<file path="src/rtl/bw_io_cmos_pad_ctl.sv">
`timescale 1ns/1ps
`default_nettype none
// ============================================================================
// Module   : bw_io_cmos_pad_ctl
// Purpose  : Sequencing controller for one bidirectional CMOS pad slice.
//            Transmit side takes bits from the core over valid/ready, holds
//            each bit on the edge cell for HOLD_CYC cycles, and inserts
//            TURN_CYC bus-turnaround cycles before releasing the pad.
//            Receive side synchronises the edge cell's to_core output,
//            glitch-filters it, and masks the pad's own echo while driving.
// Ports    : clk       - core clock, rising edge
//            reset     - synchronous active-high reset
//            por       - power-on reset from edge cell (aborts driving)
//            bsr_mode  - boundary-scan mode (inhibits new transmits)
//            tx_valid  - core has a bit to send
//            tx_data   - bit to send
//            tx_ready  - bit accepted this cycle when tx_valid is high
//            pad_data  - edge cell data pin
//            pad_oe    - edge cell output-enable pin
//            rcvr_in   - edge cell to_core (asynchronous)
//            rx_data   - filtered received level
//            rx_edge   - one-cycle pulse when rx_data changes
//            busy      - high while driving or turning the bus around
// Revision : 1.0 - initial release
// ============================================================================
module bw_io_cmos_pad_ctl #(
    parameter int HOLD_CYC = 2,
    parameter int TURN_CYC = 1,
    parameter int FILT_LEN = 3
) (
    input  logic clk,
    input  logic reset,
    input  logic por,
    input  logic bsr_mode,
    input  logic tx_valid,
    input  logic tx_data,
    output logic tx_ready,
    output logic pad_data,
    output logic pad_oe,
    input  logic rcvr_in,
    output logic rx_data,
    output logic rx_edge,
    output logic busy
);

    // One counter width serves both the hold/turn counter and the filter.
    localparam int c_max_ht  = (HOLD_CYC > TURN_CYC) ? HOLD_CYC : TURN_CYC;
    localparam int c_max_all = (c_max_ht > FILT_LEN) ? c_max_ht : FILT_LEN;
    localparam int c_cnt_w   = $clog2(c_max_all + 1);

    localparam logic [c_cnt_w-1:0] c_hold_ld   = c_cnt_w'(HOLD_CYC - 1);
    localparam logic [c_cnt_w-1:0] c_turn_ld   = c_cnt_w'(TURN_CYC - 1);
    localparam logic [c_cnt_w-1:0] c_filt_last = c_cnt_w'(FILT_LEN - 1);
    localparam logic [c_cnt_w-1:0] c_one       = c_cnt_w'(1);

    typedef enum logic [1:0] {
        ST_IDLE  = 2'd0,
        ST_DRIVE = 2'd1,
        ST_TURN  = 2'd2
    } state_t;

    state_t               r_state;
    state_t               w_state_nxt;
    logic [c_cnt_w-1:0]   r_cnt;
    logic [c_cnt_w-1:0]   w_cnt_nxt;
    logic                 r_pad_oe;
    logic                 w_pad_oe_nxt;
    logic                 r_pad_data;
    logic                 w_pad_data_nxt;

    logic                 w_inhibit;
    logic                 w_ready;
    logic                 w_xfer;
    logic                 w_mask;

    logic                 r_s1;
    logic                 r_s2;
    logic [c_cnt_w-1:0]   r_fcnt;
    logic                 r_rx_data;
    logic                 r_rx_edge;

    // ------------------------------------------------------------------
    // Transmit FSM: state register
    // ------------------------------------------------------------------
    always_ff @(posedge clk) begin
        if (reset) begin
            r_state    <= ST_IDLE;
            r_cnt      <= '0;
            r_pad_oe   <= 1'b0;
            r_pad_data <= 1'b0;
        end else begin
            r_state    <= w_state_nxt;
            r_cnt      <= w_cnt_nxt;
            r_pad_oe   <= w_pad_oe_nxt;
            r_pad_data <= w_pad_data_nxt;
        end
    end

    // ------------------------------------------------------------------
    // Transmit FSM: next state and handshake
    // ------------------------------------------------------------------
    always_comb begin
        w_inhibit      = por | bsr_mode;
        w_ready        = 1'b0;
        w_state_nxt    = r_state;
        w_cnt_nxt      = r_cnt;
        w_pad_oe_nxt   = r_pad_oe;
        w_pad_data_nxt = r_pad_data;

        // A new bit is only taken in IDLE or in the last hold cycle of the
        // current bit, so a bit is never cut short.
        case (r_state)
            ST_IDLE:  w_ready = ~w_inhibit;
            ST_DRIVE: w_ready = (r_cnt == '0) & ~w_inhibit;
            default:  w_ready = 1'b0;
        endcase

        w_xfer = tx_valid & w_ready;

        if (por) begin
            // Abort immediately; any bit offered this cycle is dropped
            // (w_ready is already low under por).
            w_state_nxt    = ST_IDLE;
            w_cnt_nxt      = '0;
            w_pad_oe_nxt   = 1'b0;
            w_pad_data_nxt = 1'b0;
        end else begin
            case (r_state)
                ST_IDLE: begin
                    if (w_xfer) begin
                        w_state_nxt    = ST_DRIVE;
                        w_pad_oe_nxt   = 1'b1;
                        w_pad_data_nxt = tx_data;
                        w_cnt_nxt      = c_hold_ld;
                    end
                end
                ST_DRIVE: begin
                    if (r_cnt != '0) begin
                        w_cnt_nxt = r_cnt - c_one;
                    end else if (w_xfer) begin
                        // Back-to-back bit: oe stays high without a gap.
                        w_pad_data_nxt = tx_data;
                        w_cnt_nxt      = c_hold_ld;
                    end else begin
                        w_state_nxt  = ST_TURN;
                        w_pad_oe_nxt = 1'b0;
                        w_cnt_nxt    = c_turn_ld;
                    end
                end
                ST_TURN: begin
                    if (r_cnt == '0) begin
                        w_state_nxt = ST_IDLE;
                    end else begin
                        w_cnt_nxt = r_cnt - c_one;
                    end
                end
                default: begin
                    w_state_nxt  = ST_IDLE;
                    w_cnt_nxt    = '0;
                    w_pad_oe_nxt = 1'b0;
                end
            endcase
        end
    end

    // ------------------------------------------------------------------
    // Receive path: 2-flop synchroniser plus persistence filter.
    // While we drive the pad (and during turnaround, while the line is
    // still settling) the receiver only sees our own echo, so the filter
    // is held in its reset count and rx_data is frozen.
    // ------------------------------------------------------------------
    assign w_mask = r_pad_oe | (r_state == ST_TURN);

    always_ff @(posedge clk) begin
        if (reset) begin
            r_s1      <= 1'b0;
            r_s2      <= 1'b0;
            r_fcnt    <= '0;
            r_rx_data <= 1'b0;
            r_rx_edge <= 1'b0;
        end else begin
            r_s1      <= rcvr_in;
            r_s2      <= r_s1;
            r_rx_edge <= 1'b0;
            if (w_mask) begin
                r_fcnt <= '0;
            end else if (r_s2 != r_rx_data) begin
                if (r_fcnt == c_filt_last) begin
                    r_rx_data <= r_s2;
                    r_fcnt    <= '0;
                    r_rx_edge <= 1'b1;
                end else begin
                    r_fcnt <= r_fcnt + c_one;
                end
            end else begin
                r_fcnt <= '0;
            end
        end
    end

    // ------------------------------------------------------------------
    // Outputs
    // ------------------------------------------------------------------
    assign tx_ready = w_ready & ~reset;
    assign busy     = (r_state == ST_DRIVE) | (r_state == ST_TURN);
    assign pad_oe   = r_pad_oe;
    assign pad_data = r_pad_data;
    assign rx_data  = r_rx_data;
    assign rx_edge  = r_rx_edge;

endmodule
`default_nettype wire

</file>
<file path="config.mk">
export PLATFORM = sky130hd
export DESIGN_NAME = bw_io_cmos_pad_ctl
export DESIGN_NICKNAME = d
export VERILOG_FILES = /design/src/rtl/bw_io_cmos_pad_ctl.sv
export SDC_FILE = /design/constraint.sdc
export NUM_CORES = 1
export LEC_CHECK = 0
export BUFFER_PORTS_ARGS = -buffer_cell sky130_fd_sc_hd__buf_2
export CORE_MARGIN = 5
export CORE_UTILIZATION = 50
export DETAILED_ROUTE_END_ITERATION = 8
export GPL_TIMING_DRIVEN = 0
export PLACE_DENSITY = 0.74
export SYNTH_ARGS = -nofsm -noshare
export SYNTH_HDL_FRONTEND = slang
export SYNTH_SLANG_ARGS = --single-unit
export TNS_END_PERCENT = 20
</file>
<file path="constraint.sdc">
create_clock -name clk -period 2 [get_ports clk]
set_input_delay 0.3 -clock clk [delete_from_list [all_inputs] [get_ports clk]]
set_output_delay 0.3 -clock clk [all_outputs]
set_load 0.05 [all_outputs]
</file>
Yosys cells after proc, flatten, opt, wreduce, memory -nomap -nowiden

Cells that the tools add are included.

Bits in registers: 12
Bits of input ports: 7
Output and inout port bits: 6
Word-level logic and storage cells: 61

Add/subtract/negate cells: 2
Equal/unequal tests: 9
Mux-type cells: 18
Bitwise logic cells: 11
Reductions and logical operators: 12

Operators by type and width:

| kind                                                               | number |
|---|---|
| 2-bit 2-to-1 mux                                                   | 6 |
| 2-bit one-hot mux with 3 select lines                              | 2 |
| 2-bit != test, second input constant                               | 5 |
| 4-bit AND reduction                                                | 2 |
| 1-bit 2-to-1 mux                                                   | 7 |
| 1-bit NOT                                                          | 5 |
| 2-bit == test, second input constant                               | 2 |
| 2-bit logical NOT                                                  | 2 |
| 1-bit one-hot mux with 2 select lines                              | 2 |
| 2-bit AND reduction                                                | 2 |
| 2-bit nonzero test                                                 | 2 |
| 4-bit OR reduction                                                 | 1 |
| 1-bit AND                                                          | 3 |
| 1-bit bitwise OR                                                   | 3 |
| 1-bit one-hot mux with 3 select lines                              | 1 |
| 3-bit AND reduction                                                | 1 |
| 3-bit OR reduction                                                 | 1 |
| 2-bit by 1-bit adder with 2-bit output, second input constant      | 1 |
| 2-bit by 1-bit == test with 1-bit output, second input constant    | 1 |
| 2-bit OR reduction                                                 | 1 |
| 2-bit by 1-bit subtractor with 2-bit output, second input constant | 1 |
| 1-bit != test                                                      | 1 |

Longest topological paths before layout

Depth after elaboration: 8
Gate-level depth with buffers: 6
Gate-level depth less buffers: 6

Least setup slack after synthesis

Ideal clock, no wire load.

Path kind: reg2out
Start point: register r_state[1]
End point: output tx_ready
Data arrival time: 3.234 ns
Required time: 1.700 ns
Slack: -1.534 ns
Cell stages (with the launch flop): 5
Cells stage by stage: dfxtp_1 -> inv_1 -> ha_1 -> nand2_1 -> a2111oi_0

Word-level cells in the longest chain between the ends: 3

RTL lines:

| item                                                                          | line | text |
|---|---|---|
| start: declaration                                                            | 62   | `state_t r_state;` |
| start signal: assignment                                                      | 92   | `r_state <= w_state_nxt;` |
| 2-bit by 1-bit == test with 1-bit output or 2-bit logical NOT (tied branches) | 112  | `case (r_state)` |
| 1-bit one-hot mux with 2 select lines *                                       | 112  |  |
| 1-bit AND *                                                                   | 204  | `assign tx_ready = w_ready & ~reset;` |
| end: declaration                                                              | 37   | `output logic tx_ready,` |

Every way passes the cells marked *; elsewhere a longest branch is shown, timed or not.

Worst setup path in the final report

Same ends and word-level chain as after synthesis.

==> flow_summary.html <==
<table>
<tr><th>Metric</th><th>Value</th></tr>
<tr><th colspan="2">Die</th></tr>
<tr><td>Number of placed I/O pins</td><td>13</td></tr>
<tr><td>Height of the die</td><td>46.0 µm</td></tr>
<tr><td>Starting density of the core</td><td>51.1%</td></tr>
<tr><td>Full die area</td><td>2120 µm²</td></tr>
<tr><td>Width of the chip</td><td>46.0 µm</td></tr>
<tr><td>Standard cell core area</td><td>1270 µm²</td></tr>
<tr><td>Number of standard-cell rows in the floorplan</td><td>13</td></tr>
<tr><th colspan="2">Layout</th></tr>
<tr><td>Antenna Cells</td><td>0</td></tr>
<tr><td>Net total in the final layout</td><td>around 100</td></tr>
<tr><td>Post-layout instance area</td><td>between 800 and 900 µm²</td></tr>
<tr><td>Register area</td><td>241 µm²</td></tr>
<tr><td>Fillcell total</td><td>roughly 110</td></tr>
<tr><td>Post-Layout Cell Count</td><td>102</td></tr>
<tr><td>Commonest cells after routing, fill and taps aside</td><td>sky130_fd_sc_hd__dfxtp_1, sky130_fd_sc_hd__buf_2, sky130_fd_sc_hd__inv_1, sky130_fd_sc_hd__nor3_1, sky130_fd_sc_hd__ha_1</td></tr>
<tr><td>Area of combinational cells with multiple inputs</td><td>408 µm²</td></tr>
<tr><td>Fraction of layout instances using a drive strength above 1</td><td>between 20% and 30%</td></tr>
<tr><td>Synthesis-to-layout area growth</td><td>25.7%</td></tr>
<tr><td>Leading cell type in the layout, fill and taps excluded</td><td>sky130_fd_sc_hd__dfxtp_1</td></tr>
<tr><th colspan="2">Synth</th></tr>
<tr><td>Instance count of the mapped netlist</td><td>72</td></tr>
<tr><td>Number of enable-type register cells in the synthesized netlist</td><td>0</td></tr>
<tr><td>Mean cell area of the mapped netlist</td><td>9.00 µm²</td></tr>
<tr><td>Share of the synthesized area in the top cell type</td><td>between 30% and 40%</td></tr>
<tr><td>Post-Synthesis Net Count</td><td>87</td></tr>
<tr><td>Largest cells by area after synthesis</td><td>sky130_fd_sc_hd__dfxtp_1, sky130_fd_sc_hd__ha_1, sky130_fd_sc_hd__inv_1</td></tr>
<tr><td>Sequential share of the synthesized area</td><td>a little under two fifths</td></tr>
<tr><td>Distinct cell type count of the synthesized netlist</td><td>28</td></tr>
<tr><td>Fraction of synthesis flops using an asynchronous set or reset pin</td><td>0%</td></tr>
<tr><td>Synth Cell Area</td><td>648 µm²</td></tr>
<tr><td>Synth warn</td><td>0</td></tr>
<tr><td>Synth area leader</td><td>sky130_fd_sc_hd__dfxtp_1</td></tr>
<tr><td>Seq cells post-synth</td><td>12</td></tr>
<tr><td>Predominant post-synthesis flop cell</td><td>sky130_fd_sc_hd__dfxtp_1</td></tr>
<tr><th colspan="2">Worst setup path</th></tr>
<tr><td>Reg2reg path depth</td><td>6</td></tr>
<tr><td>Type of element launching the critical path</td><td>flip-flop</td></tr>
<tr><td>Worst Setup Path Type</td><td>flip-flop to primary output</td></tr>
<tr><td>Critical path data arrival time</td><td>1.59 ns</td></tr>
<tr><td>Delay of the slowest critical-path stage</td><td>0.36 ns</td></tr>
<tr><td>Critical Path Fanout Max</td><td>5</td></tr>
<tr><td>Reg2reg end</td><td>r_state[1]</td></tr>
<tr><td>Startpoint of the worst register-to-register path</td><td>r_state[0]</td></tr>
<tr><td>Capturing element type of the critical path</td><td>primary output</td></tr>
<tr><td>Critical path, cell by cell</td><td>inv_2 &gt; ha_2 &gt; inv_1 &gt; a2111oi_4 &gt; buf_6</td></tr>
<tr><td>Worst-case register-to-register setup slack</td><td>0.24 ns</td></tr>
<tr><td>Data required time of the worst path</td><td>1.70 ns</td></tr>
<tr><td>Slowest library cell on the worst path</td><td>sky130_fd_sc_hd__dfxtp_1</td></tr>
<tr><th colspan="2">Routing</th></tr>
<tr><td>Routed wire length</td><td>1.43 mm</td></tr>
<tr><td>Antenna-violating nets left</td><td>0</td></tr>
<tr><td>DRT Pass-1 Iters</td><td>4</td></tr>
<tr><td>Ratio of routed vias to standard cells</td><td>5.67</td></tr>
<tr><td>Detail-routed net length per standard cell</td><td>14.0 µm</td></tr>
<tr><td>Vias after detailed routing</td><td>578</td></tr>
<tr><td>Number of DRC markers after the initial detailed-route iteration</td><td>21</td></tr>
<tr><td>DRC violations left</td><td>0</td></tr>
<tr><th colspan="2">Global routing</th></tr>
<tr><td>Antenna violations before repair</td><td>0</td></tr>
<tr><td>Largest net degree at the start of global routing</td><td>10</td></tr>
<tr><td>Via count of the first global-routing pass</td><td>approximately 550</td></tr>
<tr><td>Met3 track demand over resource</td><td>2.77%</td></tr>
<tr><td>Most utilized layer in the global route result</td><td>met2</td></tr>
<tr><td>First-pass GRT wire length</td><td>between 2 and 2.5 mm</td></tr>
<tr><td>Global-route total usage across every layer</td><td>16.0%</td></tr>
<tr><td>GRT met2 Usage</td><td>between 30 and 40%</td></tr>
<tr><td>Grt met1 use</td><td>15.2%</td></tr>
<tr><td>Total congestion overflow</td><td>0</td></tr>
<tr><th colspan="2">Clock tree</th></tr>
<tr><td>Clock tree from TritonCTS</td><td>done</td></tr>
<tr><td>Clock-pin slew reported for the worst setup and hold paths after clock tree synthesis</td><td>0.08 ns</td></tr>
<tr><td>Number of clock buffers inserted by TritonCTS</td><td>3</td></tr>
<tr><td>CTS hold repair buffers</td><td>0</td></tr>
<tr><td>Clock sink count</td><td>12</td></tr>
<tr><td>Number of buffers on the longest clock path</td><td>2</td></tr>
<tr><td>Post-CTS setup buffer count</td><td>0</td></tr>
<tr><td>CTS Root Buffer Type</td><td>sky130_fd_sc_hd__clkbuf_4</td></tr>
<tr><td>Skew-Pair Late Insertion Delay</td><td>0.28 ns</td></tr>
<tr><td>CTS resizes</td><td>5</td></tr>
<tr><td>CTS H-tree depth</td><td>1</td></tr>
<tr><th colspan="2">Outcome</th></tr>
<tr><td>Outcome</td><td>complete, no violations</td></tr>
<tr><th colspan="2">Timing</th></tr>
<tr><td>Measured slew at the worst slew-check pin</td><td>0.459 ns</td></tr>
<tr><td>Headroom to the max-slew limit</td><td>69.4%</td></tr>
<tr><td>Final count of pins violating max slew</td><td>0</td></tr>
<tr><td>Final hold vios</td><td>0</td></tr>
<tr><td>Final period util</td><td>94.4%</td></tr>
<tr><td>Final total negative setup slack</td><td>0 ns</td></tr>
<tr><td>Post-route worst hold slack</td><td>0.224 ns</td></tr>
<tr><td>Setup violations, final</td><td>0</td></tr>
<tr><td>Final period demand of the worst path</td><td>approximately 1.9 ns</td></tr>
<tr><td>FMAX</td><td>530 MHz</td></tr>
<tr><td>Skew final</td><td>0.00197 ns</td></tr>
<tr><td>RSZ-0062 raised after global routing</td><td>no</td></tr>
<tr><th colspan="2">Pwr</th></tr>
<tr><td>Power density relative to cell area</td><td>614 nW/µm²</td></tr>
<tr><td>Worst-case vdd ir drop</td><td>approximately 0.4 mV</td></tr>
<tr><td>Overall power of the completed layout</td><td>500 µW</td></tr>
<tr><td>Static leakage power</td><td>0.000367 µW</td></tr>
<tr><th colspan="2">Place</th></tr>
<tr><td>Final GP Congestion</td><td>0.765</td></tr>
<tr><td>Number of buffer cells added on primary ports</td><td>11</td></tr>
<tr><td>Total placed instance area</td><td>741 µm²</td></tr>
<tr><td>HPWL Detailed</td><td>942 µm</td></tr>
<tr><td>Number of cells in the design after placement</td><td>98</td></tr>
<tr><th colspan="2">Worst hold path</th></tr>
<tr><td>Endpoint with the worst hold slack</td><td>r_s1</td></tr>
<tr><td>Hold Path Class</td><td>input pin to flip-flop</td></tr>
<tr><td>Cell depth of the worst min-delay path</td><td>2</td></tr>
<tr><td>Launch point of the worst hold path</td><td>rcvr_in</td></tr>
<tr><th colspan="2">Flow run</th></tr>
<tr><td>Number of max-capacitance violations reported</td><td>0</td></tr>
</table>
worst max-delay path: cells and delay by family, from the launching register on:
kind | cells | cell delay [ns]
compound gates | 1 | 0.31
buf+inv | 3 | 0.40
flops | 1 | 0.36
fa+ha+maj | 1 | 0.22
sequential cells by signal (all words and copies together), names as in the netlist:
signal,cells
r_cnt,2
r_fcnt,2
r_state,2
pad_data,1
pad_oe,1
r_s1,1
r_s2,1
rx_data,1
rx_edge,1
area by class of cell:
class	count	share of cell area, %
timing repair buffer	11	7.53
multi-input combinational	49	50.1
buffer	2	1.84
clock buffer	4	4.45
sequential	12	29.6
tap	15	2.30
inverter	9	4.15
cell families after synthesis:
family,count (synthesis),synth area share (%)
AO/OA/AOI/OAI,16,17.8
XOR/XNOR,1,1.35
adder cells (fa/ha/maj),8,15.4
buffers and inverters,11,7.53
flip-flops,12,37.1
multiplexers,2,3.09
AND/OR/NAND/NOR,22,17.8
layer usage:
layer / part of all wire (%) / wire length, µm / vias up
met4: 2.5 / 35 / 0
met5: 0 / 0 / -
met1: 42 / 601 / 259
li1: - / - / 286
met2: 49 / 699 / 28
met3: 6.3 / 90 / 5
how the worst max path moves through the flow:
stage / slack [ns] / from / to / cells after the start
floorplan: 0.15 / r_state[1] / tx_ready / 4
global placement: 0.19 / r_state[1] / tx_ready / 5
detailed placement: 0.15 / r_state[1] / tx_ready / 5
CTS: 0.03 / r_state[1] / tx_ready / 5
global route: 0.02 / r_state[1] / tx_ready / 5
finish: 0.11 / r_state[1] / tx_ready / 5
power by group:
part / switching (µW) / total, µW / leakage [µW] / internal [µW]
Sequential: 3.28 / 247 / 0.0000978 / 243
Clock: 88.7 / 200 / 0.0000210 / 111
Combinational: 32.4 / 54.1 / 0.000248 / 21.7
Total: 124 / 500 / 0.000367 / 376
Yosys cell counts, types with 2 or more instances:
library cell               n
sky130_fd_sc_hd__a21oi_1   4
sky130_fd_sc_hd__dfxtp_1  12
sky130_fd_sc_hd__ha_1      8
sky130_fd_sc_hd__inv_1     9
sky130_fd_sc_hd__mux2i_1   2
sky130_fd_sc_hd__nand2_1   5
sky130_fd_sc_hd__nor2_1    3
sky130_fd_sc_hd__nor2b_1   3
sky130_fd_sc_hd__nor3_1    5
sky130_fd_sc_hd__o21ai_0   2
sky130_fd_sc_hd__or3_1     2
metrics by stage:
step	setup WS, ns	utilization, %
2_1_floorplan	0.153	-
3_3_place_gp	0.187	58.4
3_5_place_dp	0.148	58.4
4_1_cts	0.0304	62.9
5_1_grt	0.0234	64.2
6_report	0.113	64.2
Note: power is estimated with default switching activity, not from simulation.
